**src/rtl/pipe_skid_stage.sv**
```systemverilog
// pipe_skid_stage: valid/ready pipeline register with an optional skid entry.
// Holds up to two beats (one when SKID_EN=0); flush squashes everything held.
module pipe_skid_stage #(
    parameter int                DATA_W    = 71,
    parameter logic [DATA_W-1:0] CLEAR_VAL = '0,
    parameter int                SKID_EN   = 1
) (
    input  logic              clk,
    input  logic              rst_n,
    input  logic              in_valid,
    output logic              in_ready,
    input  logic [DATA_W-1:0] in_data,
    output logic              out_valid,
    input  logic              out_ready,
    output logic [DATA_W-1:0] out_data,
    input  logic              flush,
    output logic [1:0]        count
);

    typedef enum logic [1:0] {
        EMPTY = 2'd0,
        ONE   = 2'd1,
        FULL  = 2'd2
    } state_t;

    state_t            r_state;
    state_t            w_state_nxt;
    logic [DATA_W-1:0] r_main;
    logic [DATA_W-1:0] r_skid;
    logic [DATA_W-1:0] w_main_nxt;
    logic [DATA_W-1:0] w_skid_nxt;
    logic              r_rdy;
    logic              w_rdy_nxt;
    logic              w_in_xfer;
    logic              w_out_xfer;
    logic              w_skid_ok;

    // The state encoding doubles as the occupancy count.
    assign count      = r_state;
    assign out_valid  = (r_state != EMPTY);
    assign out_data   = r_main;
    assign w_in_xfer  = in_valid && in_ready;
    assign w_out_xfer = out_valid && out_ready;
    assign w_skid_ok  = (SKID_EN != 0);

    if (SKID_EN != 0) begin : g_skid
        assign in_ready  = r_rdy;
        assign w_rdy_nxt = (w_state_nxt != FULL);
    end else begin : g_noskid
        // Without a skid slot a held beat can only be replaced as it leaves.
        assign in_ready  = r_rdy || ((r_state == ONE) && out_ready);
        assign w_rdy_nxt = (w_state_nxt == EMPTY);
    end

    always_comb begin
        w_state_nxt = r_state;
        w_main_nxt  = r_main;
        w_skid_nxt  = r_skid;
        if (flush) begin
            w_state_nxt = EMPTY;
            w_main_nxt  = CLEAR_VAL;
            w_skid_nxt  = CLEAR_VAL;
        end else begin
            case (r_state)
                EMPTY: begin
                    if (w_in_xfer) begin
                        w_state_nxt = ONE;
                        w_main_nxt  = in_data;
                    end
                end
                ONE: begin
                    unique case (1'b1)
                        w_in_xfer && w_out_xfer: begin
                            w_main_nxt = in_data;
                        end
                        !w_in_xfer && w_out_xfer: begin
                            w_state_nxt = EMPTY;
                            w_main_nxt  = CLEAR_VAL;
                        end
                        w_in_xfer && !w_out_xfer && w_skid_ok: begin
                            w_state_nxt = FULL;
                            w_skid_nxt  = in_data;
                        end
                        default: begin
                        end
                    endcase
                end
                FULL: begin
                    if (w_out_xfer) begin
                        w_state_nxt = ONE;
                        w_main_nxt  = r_skid;
                        w_skid_nxt  = CLEAR_VAL;
                    end
                end
                default: begin
                    w_state_nxt = EMPTY;
                    w_main_nxt  = CLEAR_VAL;
                    w_skid_nxt  = CLEAR_VAL;
                end
            endcase
        end
    end

    always_ff @(posedge clk or negedge rst_n) begin
        if (!rst_n) begin
            r_state <= EMPTY;
            r_main  <= CLEAR_VAL;
            r_skid  <= CLEAR_VAL;
            r_rdy   <= 1'b0;
        end else begin
            r_state <= w_state_nxt;
            r_main  <= w_main_nxt;
            r_skid  <= w_skid_nxt;
            r_rdy   <= w_rdy_nxt;
        end
    end

endmodule

```
**config.mk**
```make
export PLATFORM = sky130hd
export DESIGN_NAME = pipe_skid_stage
export DESIGN_NICKNAME = d
export VERILOG_FILES = /design/src/rtl/pipe_skid_stage.sv
export SDC_FILE = /design/constraint.sdc
export NUM_CORES = 1
export LEC_CHECK = 0
export ABC_AREA = 1
export CAP_MARGIN = 30
export CORE_MARGIN = 1.5
export CORE_UTILIZATION = 35
export DETAILED_ROUTE_END_ITERATION = 10
export PLACE_DENSITY = 0.67
export SYNTH_ARGS = -nofsm -noshare
export SYNTH_HDL_FRONTEND = slang
export SYNTH_SLANG_ARGS = --single-unit
```
**constraint.sdc**
```tcl
create_clock -name clk -period 1.6 [get_ports clk]
set_input_delay 0.16 -clock clk [delete_from_list [all_inputs] [get_ports clk]]
set_output_delay 0.16 -clock clk [all_outputs]
set_load 0.05 [all_outputs]
```
==> results.sh, run 1 <==
export IMPL_cp_required_ns=1.97
export IMPL_ir_worst_vdd_mv=0.526
export IMPL_synth_edf_count=0
export IMPL_synth_cells=1329
export IMPL_grt_use_total=0.203
export IMPL_hold_viol=0
export IMPL_path_clk_slew_ns=0.06
export IMPL_synth_most_common_cell="nand2_1"
export IMPL_critPathLaunchType="flop"
export IMPL_gp_congestion=0.798
export IMPL_drcViolationCount=0
export IMPL_grt_overflow=0
export IMPL_grt_pass1_wl_um=40100
export IMPL_switchingPower_w=0.00376
export IMPL_dp_hpwl_um=16200
export IMPL_p_leak_nw=6.54
export IMPL_io_pins=151
export IMPL_fmax_mhz=654
export IMPL_cts_tree="built"
export IMPL_p_int_w=0.00791
export IMPL_htreeDepth=4
export IMPL_start_util=0.358
export IMPL_dieArea_um2=25100
export IMPL_initialDrtViolationCount=693
export IMPL_setup_violations=0
export IMPL_fin_cells=1798
export IMPL_wl_per_cell_um=14.2
export IMPL_power_frac_seq=0.354
export IMPL_syn_area_per_cell_um2=6.37
export IMPL_synth_area_um2=8460
export IMPL_finalClockSkew_ns=0.0120
export IMPL_r2r_cells=9
export IMPL_maxCapViolations=0
export IMPL_drt_pass1_iterations=7
export IMPL_clock_path_buffers=2
export IMPL_portBuffers=150
export IMPL_antenna_found_initial=0
export IMPL_nets=1543
export IMPL_ys_types=19
export IMPL_async_reset_ff_frac=1.00
export IMPL_grt_max_degree=56
export IMPL_dieWidth_um=158
export IMPL_drive_above_1_share=0.122
export IMPL_diodes=0
export IMPL_core_area_um2=23600
export IMPL_crit_arrival_ns=1.90
export IMPL_slew_viol_final=0
export IMPL_yosys_register_bits=145
export IMPL_fp_dieH_um=158
export IMPL_vias_per_cell=4.81
export IMPL_synth_commonest_cells="nand2_1 (649), inv_1 (147), nand3_1 (146)"
export IMPL_yosysSeqAreaShare=0.429
export IMPL_num_vias=8643
export IMPL_drt_wl_total_um=25600
export IMPL_grt_pass1_vias=8153
export IMPL_worstMarginPinSlew_ns=0.416
export IMPL_crit_type="flop to flop"
export IMPL_clkSinkCount=145
export IMPL_drtAntennaViolNets=0
export IMPL_dp_cells=1756
export IMPL_period_share=0.955
export IMPL_area_delta_synth_final_pct=35.2
export IMPL_cts_root_buf="clkbuf_16"
export IMPL_switching_share=0.322
export IMPL_placementRows=56
export IMPL_yosys_area_top_type_share=0.429
export IMPL_min_path_type="input port to asynchronous set/reset pin"
export IMPL_slew_headroom=0.722
export IMPL_end_kind="flop"
export IMPL_power_density_nw_per_um2=1020
export IMPL_status="complete, no violations"
export IMPL_postLayoutCoreUtil=0.484
export IMPL_insertion_delay_ns=0.43
export IMPL_clock_power_share=0.389
export IMPL_p_comb_frac=0.258
export IMPL_worstPathMaxFanout=20
export IMPL_synth_ff_type="dfrtp_1"
export IMPL_finalWorstPathRequiredPeriod_ns=1.53
export IMPL_cts_buffers=17
export IMPL_synthTopCellsByArea="dfrtp_1 (43%), nand2_1 (29%), nand3_1 (8.6%), inv_1 (6.5%), nor3_1 (4.2%)"
export IMPL_yosysTopAreaCell="dfrtp_1"
export IMPL_syn_num_nets=1405
export IMPL_yosys_warnings=0
worst paths after layout:
path | startpoint | end | slack [ns]
max in group asynchronous | rst_n | r_skid[46]$_DFFE_PN0P_ | 0.77
max reg2reg | count[0]$_DFF_PN0_ | out_data[1]$_DFFE_PN0P_ | 0.07
min | rst_n | r_skid[16]$_DFFE_PN0P_ | 0.21
min in group clk | flush | r_skid[54]$_DFFE_PN0P_ | 0.30
min reg2reg | r_skid[20]$_DFFE_PN0P_ | r_skid[20]$_DFFE_PN0P_ | 0.47
max | count[0]$_DFF_PN0_ | out_data[1]$_DFFE_PN0P_ | 0.07
layout by cell type (no fill, tap or decap), drive strengths merged:
cell | Yosys | final
clkdlybuf4s50 | 0 | 73
dfrtp | 145 | 145
nand4 | 2 | 2
bufinv | 0 | 6
nand3 | 147 | 147
clkbuf | 31 | 23
buf | 57 | 128
nor3 | 71 | 71
clkinvlp | 0 | 4
o21ai | 2 | 2
nand2 | 650 | 650
nor2 | 73 | 73
clkinv | 0 | 5
dlygate4sd3 | 0 | 1
inv | 150 | 148
a21oi | 1 | 1
cell type report:
cell class / count / area [um^2]
multi-input combinational: 946 / 3920
sequential: 145 / 3630
timing repair buffer: 207 / 2240
clock inverter: 13 / 236
tap: 319 / 399
clock buffer: 18 / 429
inverter: 150 / 576
fill: 2336 / 12200
timing repair:
item | CTS | global route
setup buffers | 0 | 6
hold buffers | 1 | 0
resized for setup | 0 | 10
hold endpoints to repair | 31 | 0
setup endpoints to repair | 0 | 128
kinds of logic (layout without fill, tap and decap cells):
logic type / after synthesis / in the layout / share of synthesized area
buf+inv: 238 / 388 / 0.116
compound gates: 3 / 3 / 0.00310
flops: 145 / 145 / 0.429
simple gates: 943 / 943 / 0.452
routing by layer:
layer,global-route usage,share of wire,wire [um],up-vias
met2,0.347,0.49,12500,266
met3,0.0335,0.053,1350,30
met1,0.254,0.44,11300,4058
li1,-,-,-,4289
met5,0,0,0,-
met4,0.0814,0.019,481,0
sequential cells by signal (all words and copies together) (netlist names):
register	cells
out_data	71
r_skid	71
count	2
in_ready	1
worst max-delay path, stage by stage, from the launching register on:
cell,delay [ns]
dfrtp_2,0.48
buf_4,0.17
nand2_1,0.08
nand2_2,0.08
inv_1,0.10
nand3_2,0.12
clkinv_4,0.14
buf_12,0.17
nand2_1,0.07
nand2_1,0.06
power groups by stage:
stage	clock [W]	sequential, W	combinational, W
2_1_floorplan	0	0.00486	0.00109
3_3_place_gp	0	0.00419	0.00290
3_5_place_dp	0	0.00419	0.00293
4_1_cts	0.00462	0.00413	0.00294
5_1_grt	0.00476	0.00416	0.00328
6_report	0.00454	0.00413	0.00301
through the flow:
| step | total power (W) | setup TNS, ns | cell area (um^2) | setup WS, ns | hold WS, ns |
|---|---|---|---|---|---|
| detailed placement | 0.00712 | -7.41 | 10500 | -0.118 | 0.102 |
| global route | 0.0122 | -0.0343 | 11400 | -0.0117 | 0.219 |
| CTS | 0.0117 | 0 | 11200 | 0.0187 | 0.204 |
| finish | 0.0117 | 0 | 11400 | 0.0720 | 0.206 |
| floorplan | 0.00595 | 0 | 8500 | 0.0246 | -0.136 |
| global placement | 0.00709 | -6.62 | 10500 | -0.0871 | 0.100 |
No activity file was read; power rests on OpenSTA's default activity.
==> run 2: changes to the inputs <==
clock period = 1.9 ns   (was 1.6 ns; I/O delays follow)
==> run 2 against run 1 <==
  * First-iteration DRC count down 11%
  * Sequential power fell by 16%
  * Utilization fell by 2.0 points
  * Routed wire length down 7.3%
==> results.sh, run 2 (synthesis results as in run 1) <==
export IMPL_fp_dieH_um=158
export IMPL_rsz0062_at_grt="false"
export IMPL_worst_r2r_setup_slack_ns=0.26
export IMPL_worst_path_buf_inv=1
export IMPL_setup_violations=0
export IMPL_min_path_type="input port to asynchronous set/reset pin"
export IMPL_antenna_found_initial=1
export IMPL_worstMarginPinSlew_ns=0.576
export IMPL_slew_headroom=0.615
export IMPL_initialDrtViolationCount=620
export IMPL_crit_arrival_ns=1.62
export IMPL_switching_share=0.339
export IMPL_wl_per_cell_um=13.4
export IMPL_dieArea_um2=25100
export IMPL_drt_wl_total_um=23700
export IMPL_holdWs_ns=0.268
export IMPL_dpl_cell_area_um2=10400
export IMPL_power_frac_seq=0.379
export IMPL_multi_input_area_um2=3890
export IMPL_area_delta_synth_final_pct=29.4
export IMPL_r2r_cells=7
export IMPL_final_common_cell="nand2_1"
export IMPL_maxCapViolations=0
export IMPL_max_stage_delay_ns=0.86
export IMPL_fin_cells=1772
export IMPL_nets=1516
export IMPL_fill_cells=2416
export IMPL_drtAntennaViolNets=0
export IMPL_grt_use_total=0.196
export IMPL_path_clk_slew_ns=0.06
export IMPL_r2r_start="count[0]$_DFF_PN0_"
export IMPL_switchingPower_w=0.00310
export IMPL_grt_max_degree=81
export IMPL_cts_buffers=17
export IMPL_slew_viol_final=0
export IMPL_num_vias=8340
export IMPL_status="complete, no violations"
export IMPL_power_density_nw_per_um2=835
export IMPL_dp_hpwl_um=15300
export IMPL_finalWorstPathRequiredPeriod_ns=1.81
export IMPL_placementRows=56
export IMPL_crit_type="flop to primary output"
export IMPL_postLayoutCoreUtil=0.464
export IMPL_clkSinkCount=145
export IMPL_crit_slowest_cell="clkdlybuf4s50_1"
export IMPL_start_util=0.358
export IMPL_diodes=0
export IMPL_final_cell_mix="nand2_1 (646), inv_1 (147), nand3_1 (145), clkdlybuf4s50_1 (145), dfrtp_1 (143)"
export IMPL_crit_family="buffers and inverters"
export IMPL_io_pins=151
export IMPL_vias_per_cell=4.71
export IMPL_clock_path_buffers=2
export IMPL_htreeDepth=4
export IMPL_core_area_um2=23600
export IMPL_p_comb_frac=0.261
export IMPL_drive_above_1_share=0.0537
export IMPL_period_share=0.955
export IMPL_critPathLaunchType="flop"
export IMPL_end_kind="primary output"
export IMPL_cp_required_ns=1.71
export IMPL_wl_met1_um=10400
export IMPL_dp_cells=1739
export IMPL_clock_power_share=0.360
export IMPL_hold_viol=0
export IMPL_met3_length_um=1250
export IMPL_fmax_mhz=551
export IMPL_portBuffers=150
export IMPL_p_leak_nw=6.12
export IMPL_crit_path_start="out_data[20]$_DFFE_PN0P_"
export IMPL_tns_ns=0
export IMPL_final_area_um2=11000
export IMPL_ctsResizeCount=0
export IMPL_ir_worst_vdd_mv=0.514
export IMPL_cts_tree="built"
export IMPL_dieWidth_um=158
export IMPL_gp_congestion=0.785
export IMPL_drt_pass1_iterations=6
export IMPL_p_int_w=0.00605
export IMPL_path_cells="clkdlybuf4s50_1"
export IMPL_grt_pass1_wl_um=39000
export IMPL_worstPathMaxFanout=2
export IMPL_dr_wl_met2_um=11700
export IMPL_worst_path_stages=1
export IMPL_grt_pass1_vias=7875
export IMPL_routed_top_layer="met5"
export IMPL_regArea_um2=3630
export IMPL_reg2reg_to="r_skid[61]$_DFFE_PN0P_"
export IMPL_cts_root_buf="clkbuf_16"
export IMPL_finalClockSkew_ns=0.00682
export IMPL_grt_overflow=0
export IMPL_insertion_delay_ns=0.42
export IMPL_drcViolationCount=0
run 2: cell count changes in the layout (fill, tap and decap cells not counted), moves of 4 or more:
cell,delta
clkbuf_16,-5
clkinv_2,+5
buf_12,-17
bufinv_16,-4
clkdlybuf4s50_1,+72
buf_4,-75
run 2: worst max path at each step:
stage                               end  slack (ns)
5_1_grt                    out_data[20]        0.05
3_5_place_dp     r_skid[38]$_DFFE_PN0P_        0.20
3_3_place_gp   out_data[10]$_DFFE_PN0P_        0.21
6_report                   out_data[20]        0.09
4_1_cts                    out_data[50]        0.08
2_1_floorplan   out_data[0]$_DFFE_PN0P_        0.09
run 2: through the flow:
step / total power (W) / setup slack, ns
final: 0.00915 / 0.0852
after floorplan: 0.00499 / 0.0873
after global routing: 0.00961 / 0.0461
after CTS: 0.00926 / 0.0766
after global placement: 0.00591 / 0.211
after detailed placement: 0.00592 / 0.199
run 2: layout make-up:
class,count,area share
Clock inverter,14,0.0130
Timing Repair Buffer,180,0.173
Tap cell,319,0.0364
Inverter,150,0.0516
Sequential cell,145,0.332
Clock buffer,18,0.0392
Multi-Input combinational cell,946,0.355
run 2: layer usage:
layer,GRT usage,vias to the layer above
met5,0,-
met4,0.0663,2
met3,0.0365,32
met2,0.347,224
met1,0.239,3848
li1,-,4234
run 2: what timing repair did:
item                      in CTS  in global routing
hold buffers                   1                  0
hold endpoints to repair      41                  0
setup buffers                  0                  0
run 2: power by group through the flow:
stage / combinational, W / clock [W] / sequential, W
2_1_floorplan: 0.000901 / 0 / 0.00409
3_3_place_gp: 0.00239 / 0 / 0.00352
3_5_place_dp: 0.00240 / 0 / 0.00352
4_1_cts: 0.00242 / 0.00338 / 0.00347
5_1_grt: 0.00261 / 0.00350 / 0.00349
6_report: 0.00239 / 0.00330 / 0.00347
==> run 3: changes to the inputs <==
SETUP_SLACK_MARGIN = 0.15   (was unset)
==> run 3 against run 2 <==
  * Total power rose by 3.4%
  * Routed wire length rose by 4.1%
  * Clock power rose by 12%
  * Utilization fell by 0.074 points
  * Critical path type unchanged
  * Highest routed layer is now met4
  * Combinational power fell by 4%
  * Worst setup slack improved by 0.13 ns
  * Via count rose by 0.60%
==> results.sh, run 3 (synthesis results as in run 1) <==
export IMPL_postLayoutCoreUtil=0.463
export IMPL_grt_pass1_wl_um=40300
export IMPL_dp_hpwl_um=15100
export IMPL_slew_headroom=0.611
export IMPL_crit_family="buffers and inverters"
export IMPL_drive_above_1_share=0.0497
export IMPL_dieArea_um2=25100
export IMPL_wl_per_cell_um=14.0
export IMPL_area_delta_synth_final_pct=29.2
export IMPL_ir_worst_vdd_mv=0.516
export IMPL_crit_type="flop to primary output"
export IMPL_insertion_delay_ns=0.42
export IMPL_tns_ns=0
export IMPL_worstMarginPinSlew_ns=0.584
export IMPL_placementRows=56
export IMPL_rsz0062_at_grt="false"
export IMPL_cp_required_ns=1.71
export IMPL_hold_viol=0
export IMPL_grt_use_total=0.204
export IMPL_fmax_mhz=595
export IMPL_drcViolationCount=0
export IMPL_power_density_nw_per_um2=865
export IMPL_slew_viol_final=0
export IMPL_portBuffers=150
export IMPL_end_kind="primary output"
export IMPL_post_cts_buffers=0
export IMPL_nets=1513
export IMPL_drtAntennaViolNets=0
export IMPL_maxCapViolations=0
export IMPL_final_cell_mix="nand2_1 (646), inv_1 (147), nand3_1 (145)"
export IMPL_min_path_type="input port to asynchronous set/reset pin"
export IMPL_cts_root_buf="clkbuf_16"
export IMPL_p_leak_nw=6.40
export IMPL_drt_pass1_iterations=5
export IMPL_antenna_found_initial=0
export IMPL_finalClockSkew_ns=0.00967
export IMPL_status="complete, no violations"
export IMPL_max_stage_delay_ns=0.58
export IMPL_crit_arrival_ns=1.49
export IMPL_fp_dieH_um=158
export IMPL_path_clk_slew_ns=0.06
export IMPL_path_cells="dlygate4sd2_1"
export IMPL_wl_met1_um=10800
export IMPL_vias_per_cell=4.75
export IMPL_worstPathMaxFanout=7
export IMPL_cts_buffers=17
export IMPL_diodes=0
export IMPL_final_common_cell="nand2_1"
export IMPL_cts_tree="built"
export IMPL_crit_slowest_cell="dlygate4sd2_1"
export IMPL_dieWidth_um=158
export IMPL_clock_path_buffers=2
export IMPL_num_vias=8390
export IMPL_grt_max_degree=89
export IMPL_gp_congestion=0.760
export IMPL_period_share=0.885
export IMPL_met3_length_um=1280
export IMPL_routed_top_layer="met4"
export IMPL_grt_overflow=0
export IMPL_clkSinkCount=145
export IMPL_finalWorstPathRequiredPeriod_ns=1.68
export IMPL_grt_pass1_vias=7954
export IMPL_fill_cells=2459
export IMPL_setup_violations=0
export IMPL_htreeDepth=4
export IMPL_drt_wl_total_um=24700
export IMPL_io_pins=151
export IMPL_start_util=0.358
export IMPL_core_area_um2=23600
export IMPL_critPathLaunchType="flop"
export IMPL_dr_wl_met2_um=12200
export IMPL_worst_path_buf_inv=1
export IMPL_initialDrtViolationCount=642
-- run 3: cell count changes in the layout (fill, tap and decap cells not counted), moves of 2 or more --
cell	change
dlygate4sd2_1	+73
clkdlybuf4s50_1	-72
buf_4	-5
bufinv_16	+3
clkbuf_8	+3
clkinv_2	-3
clkinv_4	-3
nand2_2	-2
nand2_4	+2
-- run 3: power by group --
group | switching, W | internal, W
registers | 0.000139 | 0.00333
logic | 0.00161 | 0.000678
clock network | 0.00132 | 0.00238
-- run 3: timing repair --
item                                   in CTS  in global routing
setup endpoints to repair                 118                  9
hold buffers                                1                  0
gates resized for setup                    74                  2
endpoints found under the hold margin      33                  0
cloned                                      0                  0
-- run 3: layout make-up --
cell class | count | area, um^2 | area share
timing repair buffer | 177 | 1790 | 0.164
clock inverter | 10 | 184 | 0.0168
tap | 319 | 399 | 0.0365
sequential | 145 | 3630 | 0.332
multi-input combinational | 946 | 3900 | 0.357
inverter | 150 | 566 | 0.0517
clock buffer | 20 | 457 | 0.0418
-- run 3: path summary, 6_finish.rpt --
check,start,end,slack [ns],cells past startpoint
hold / removal,rst_n,out_data[52]$_DFFE_PN0P_,0.24,2
setup reg to reg,count[1]$_DFF_PN0_,r_skid[30]$_DFFE_PN0P_,0.26,6
setup / recovery,count[0]$_DFF_PN0_,count[0],0.22,1
max in group asynchronous,rst_n,out_data[48]$_DFFE_PN0P_,1.03,3
min in group clk,flush,count[0]$_DFF_PN0_,0.35,3
hold reg to reg,out_data[34]$_DFFE_PN0P_,out_data[34]$_DFFE_PN0P_,0.47,2
-- run 3: stage by stage --
step	cells	hold slack [ns]	area, um^2	setup slack (ns)	power (W)
after floorplan	1329	-0.106	8470	0.258	0.00500
after global placement	1736	0.138	10400	0.112	0.00592
after detailed placement	1736	0.141	10400	0.0952	0.00594
after CTS	1767	0.244	10900	0.198	0.00957
after global routing	1767	0.281	10900	0.160	0.00992
final	1767	0.236	10900	0.219	0.00946
-- run 3: worst register-to-register path, delay by kind of cell, from the launching register on --
family                 cells  cell delay (ns)
buffers and inverters      2             0.44
DFF                        1             0.52
and+or+nand+nor            4             0.63
-- run 3: routing by layer --
| metal | vias up | global-route usage |
|---|---|---|
| met3 | 29 | 0.0313 |
| li1 | 4229 | - |
| met4 | 0 | 0.0703 |
| met5 | - | 0 |
| met2 | 248 | 0.355 |
| met1 | 3884 | 0.255 |
==> patch 1, RTL diff (config.mk and constraints of run 3) <==
Make the reset (`rst_n`) synchronous in one clocked block.
--- a/src/rtl/pipe_skid_stage.sv
+++ b/src/rtl/pipe_skid_stage.sv
@@ -103,3 +103,3 @@
 
-    always_ff @(posedge clk or negedge rst_n) begin
+    always_ff @(posedge clk) begin
         if (!rst_n) begin
Function: differs if rst_n is asserted again (counterexample within 4 cycles, from zero or initial values and one cycle with rst_n low); with rst_n held inactive, the same outputs for 4 cycles.
==> patch 1 against run 3 <==
- sequential share of layout area decreased by 3.2 points
- wire length decreased by 13%
- via count decreased by 13%
- sequential cell count unchanged
- worst setup slack got worse by 0.016 ns
- cell area decreased by 11%
- synthesized area decreased by 18%
- critical endpoint is now out_valid
- largest cell class unchanged
Power is not compared: it rests on default switching activity, and its combinational part moved more than twofold at a synthesized area within 25%.
==> patch 1: results (changes against run 3) <==
metric;value;unit;change
r2r-start;count[0];;
slowest_delay;0.38;ns;-0.20 ns
grt_usage;20.8;%;+0.45 points
slew_headroom;58.9;%;-2.2 points
numCtsBuffers;17;;unchanged
synthCells;1129;;-15%
synth_fa_ha_area_share;0.539;%;+0.54 points
wire_per_inst;13.8;um;-1.1%
instances_no_fill;1549;;-12%
p_leak;0.00445;uW;
fin_skew;0.00981;ns;+0.000142 ns
grt_pass1_vias;6726;;-15%
post_synth_num_cell_types;14;;-5
clockBufferDepth;2;;unchanged
dr.pass1.iters;5;;unchanged
dpl_cell_area;9010;um2;-13%
place_congestion;0.799;;+5.2%
cp_slowest_cell;dfxtp_4;;
r2r_slack;0.21;ns;-0.05 ns
insertion_delay;0.43;ns;
drt_iter0_drc;380;;-41%
via_per_inst;4.71;;-0.76%
synthTopCellsByCount;nand2_1 (345), nor2_1 (241), dfxtp_1 (145);;
grt_first_pass_wirelength;33800;um;-16%
ir_drop;609;uV;
synth_compound_area_share;11.5;%;+11 points
layout-drive-gt1-share;8.18;%;+3.2 points
r2r-end;out_data[70];;
dp_hpwl;13900;um;-7.8%
hold_end;r_skid[8];;
cp_max_fo;8;;+1
fillers;2008;;-18%
critical_path_arrival;1.51;ns;+0.02 ns
yosysWarnings;0;;unchanged
async_reset_ff_share;0;%;-100 points
finish.utilization;49.7;%;+3.4 points
synth_area_leaders;dfxtp_1 (42%), nand2_1 (19%), nor2_1 (13%), a21oi_1 (6.3%), nand3_1 (5.2%);;
hold_path_depth;3;;
ys.flop_type;dfxtp_1;;
crit_family;buffers and inverters;;
synth_seq_area_share;41.7;%;-1.2 points
reg2reg_depth;11;;+5
grt_antenna_before_repair;0;;unchanged
grt_max_degree;52;;-42%
synth_fp_nets;1208;;-14%
final_nets;1351;;-11%
hold_slack;0.443;ns;+0.207 ns
synth_mux_area_share;0;%;unchanged
hold_path_class;input port to flop;;
status;finished, final reports clean;;
==> patch 1: cell types whose count changed in the layout (fill, tap and decap cells not counted), sizes merged, moves of 74 or more <==
cell	change
nand2	-305
nor2	+171
dfrtp	-145
dfxtp	+145
a21oi	+87
nand3	-74
==> patch 1: cells by family after synthesis <==
logic type	count (synthesis)
buffers and inverters	157
flip-flops	145
adder cells (fa/ha/maj)	3
AND/OR/NAND/NOR	664
AO/OA/AOI/OAI	160
==> patch 1: worst max path at each step <==
stage / startpoint / to / cells past startpoint
2_1_floorplan: count[0] / out_data[22] / 12
3_3_place_gp: out_ready / out_data[23] / 11
3_5_place_dp: out_ready / out_data[37] / 11
4_1_cts: count[0] / out_data[23] / 10
5_1_grt: count[0] / out_data[54] / 10
6_report: count[1] / out_valid / 5
==> patch 1: per-layer routing <==
| layer | GRT usage [%] | wire (um) | vias to the layer above |
|---|---|---|---|
| met4 | 6.55 | 363 | 0 |
| li1 | - | - | 3787 |
| met3 | 4.50 | 1190 | 26 |
| met5 | 0 | 0 | - |
| met1 | 27.0 | 9900 | 3315 |
| met2 | 34.4 | 9960 | 171 |
==> patch 1: tightest hold or removal path, delay by kind of cell <==
| family | cells | cell delay, ns |
|---|---|---|
| AND/OR/NAND/NOR | 1 | 0.05 |
| AO/OA/AOI/OAI | 1 | 0.14 |
| buffers and inverters | 1 | 0.44 |
==> patch 1: cell type report <==
type | count | share of cell area [%]
multi-input cells | 827 | 36.1
flip-flops and latches | 145 | 30.0
repair buffers | 201 | 20.8
clock buffers | 22 | 4.89
well taps | 265 | 3.42
inverters | 80 | 3.16
clock inverters | 9 | 1.60
==> patch 1: what timing repair did <==
| action | in CTS | in global routing |
|---|---|---|
| pin swaps | 0 | 1 |
| resized for setup | 75 | 13 |
| setup endpoints to repair | 126 | 140 |
| buffers inserted | 1 | 7 |
| hold endpoints to repair | 0 | 0 |
| gates cloned | 0 | 2 |
==> patch 1: metrics by stage <==
step / setup WS [ns] / power (uW)
2_1_floorplan: 0.0570 / 3810
3_3_place_gp: -0.0770 / 4240
3_5_place_dp: -0.113 / 4250
4_1_cts: 0.162 / 7780
5_1_grt: 0.0995 / 8040
6_report: 0.203 / 7750
==> patch 1: power by group <==
part           switching (uW)  internal (uW)  leakage [uW]  total [uW]
clock                    1280           2290      0.000306        3570
sequential               29.2           3090       0.00117        3120
combinational             635            418       0.00297        1050
total                    1940           5810       0.00445        7750
==> patch 2, RTL diff (settings of run 3) <==
Without the edit above. Set the parameter `SKID_EN` to 0 (it was 1).
--- a/src/rtl/pipe_skid_stage.sv
+++ b/src/rtl/pipe_skid_stage.sv
@@ -5,3 +5,3 @@
     parameter logic [DATA_W-1:0] CLEAR_VAL = '0,
-    parameter int                SKID_EN   = 1
+    parameter int                SKID_EN   = 0
 ) (
Formal check against the unedited RTL: not equivalent (Yosys sat finds a counterexample within 4 cycles, from zero or initial values and one cycle with rst_n low).
==> patch 2 against run 3 <==
- clock power shrank 65%
- non-clock buffer count shrank 19
- sequential cell count shrank 71
- worst hold slack lost 0.062 ns
- worst setup slack lost 0.054 ns
- cell count shrank 57%
- synthesized cell count shrank 64%
- synthesized area shrank 59%
- combinational power shrank 28%
- cell area shrank 51%
- global-route usage shrank 2.9 points
- total power shrank 49%
- wire length shrank 64%
==> patch 2: results (changes against run 3) <==
metric;value;unit;change
status;finished, final reports clean;;
clk_pin_slew;0.08;ns;+0.02 ns
layout-drive-gt1-share;4.90;%;-0.075 points
critical_path_arrival;1.54;ns;+0.05 ns
grt_usage;17.4;%;-2.9 points
r2r-end;out_data[21];;
r2r-start;count[0];;
dp_hpwl;6080;um;-60%
insertion_delay;0.33;ns;-0.09 ns
via_per_inst;4.23;;-11%
synthTopCellsByCount;nand2_1 (223), nor2_1 (78), inv_1 (77);;
cp_max_fo;2;;-5
dpl_cell_area;5110;um2;-51%
grt_pass1_vias;3121;;-61%
swShare;36.2;%;+3.8 points
p_comb_share;34.6;%;+10 points
synth_area_leaders;dfrtp_1 (53%), nand2_1 (24%), nor2_1 (8.4%), inv_1 (8.3%), buf_6 (2.3%);;
pwr-share-seq;38.7;%;+2.0 points
p_leak;0.00322;uW;-50%
numCtsBuffers;9;;-8
slowest_delay;0.84;ns;+0.26 ns
synth_fp_nets;557;;-60%
dr.pass1.iters;4;;-1
post_synth_num_cell_types;12;;-7
synth_seq_area_share;53.4;%;+11 points
drt_iter0_drc;133;;-79%
cts_root_buffer;clkbuf_8;;
grt_max_degree;73;;-18%
cp_slowest_cell;clkdlybuf4s50_1;;
wire_per_inst;11.6;um;-17%
r2r_slack;0.32;ns;+0.06 ns
worstMarginPinSlew;0.539;ns;-0.0450 ns
htreeDepth;3;;-1
worstSetupEndpoint;out_data[3];;
fin_skew;0.0102;ns;+0.000547 ns
grt_first_pass_wirelength;14400;um;-64%
## patch 2: worst min-delay path by stage
stage	slack (ns)	cells after the start	to	start
6_report	0.17	2	out_data[46]	rst_n
3_5_place_dp	-0.01	1	out_data[46]	rst_n
4_1_cts	0.15	2	out_data[46]	rst_n
3_3_place_gp	-0.01	1	out_data[46]	rst_n
2_1_floorplan	-0.11	0	count[0]	rst_n
5_1_grt	0.18	2	out_data[46]	rst_n
## patch 2: repair_timing
| action | CTS | global route |
|---|---|---|
| hold endpoints to repair | 74 | 0 |
| hold buffers | 1 | 0 |
| endpoints found under the setup margin | 3 | 70 |
| gates resized for setup | 3 | 23 |
## patch 2: layout make-up
cell class	count	area (um2)
Fill cell	917	4300
Sequential cell	74	1850
Timing Repair Buffer	158	1690
Multi-Input combinational cell	307	1170
Inverter	79	299
Tap cell	133	166
Clock buffer	10	128
Clock inverter	5	80.1
## patch 2: layer usage
| layer | up-vias | track usage, % | part of all wire (%) |
|---|---|---|---|
| met2 | 100 | 29.3 | 47 |
| met1 | 1474 | 21.9 | 45 |
| met3 | 11 | 5.02 | 7.7 |
| met5 | - | 0 | 0 |
| met4 | 0 | 5.27 | 1.1 |
| li1 | 1654 | - | - |
## patch 2: cell families after synthesis
logic type	count (synthesis)	synth area share, %
AOI/OAI and AO/OA	1	0.144
buffers and inverters	100	12.9
DFF	74	53.4
and+or+nand+nor	306	33.5
## patch 2: metrics by stage
stage | setup WS [ns] | std cells | util, %
after floorplan | 0.259 | 481 | -
after global placement | 0.0489 | 750 | 52.8
after detailed placement | -0.0234 | 750 | 52.8
after CTS | 0.152 | 766 | 55.0
after global routing | 0.134 | 766 | 55.6
final | 0.165 | 766 | 55.6
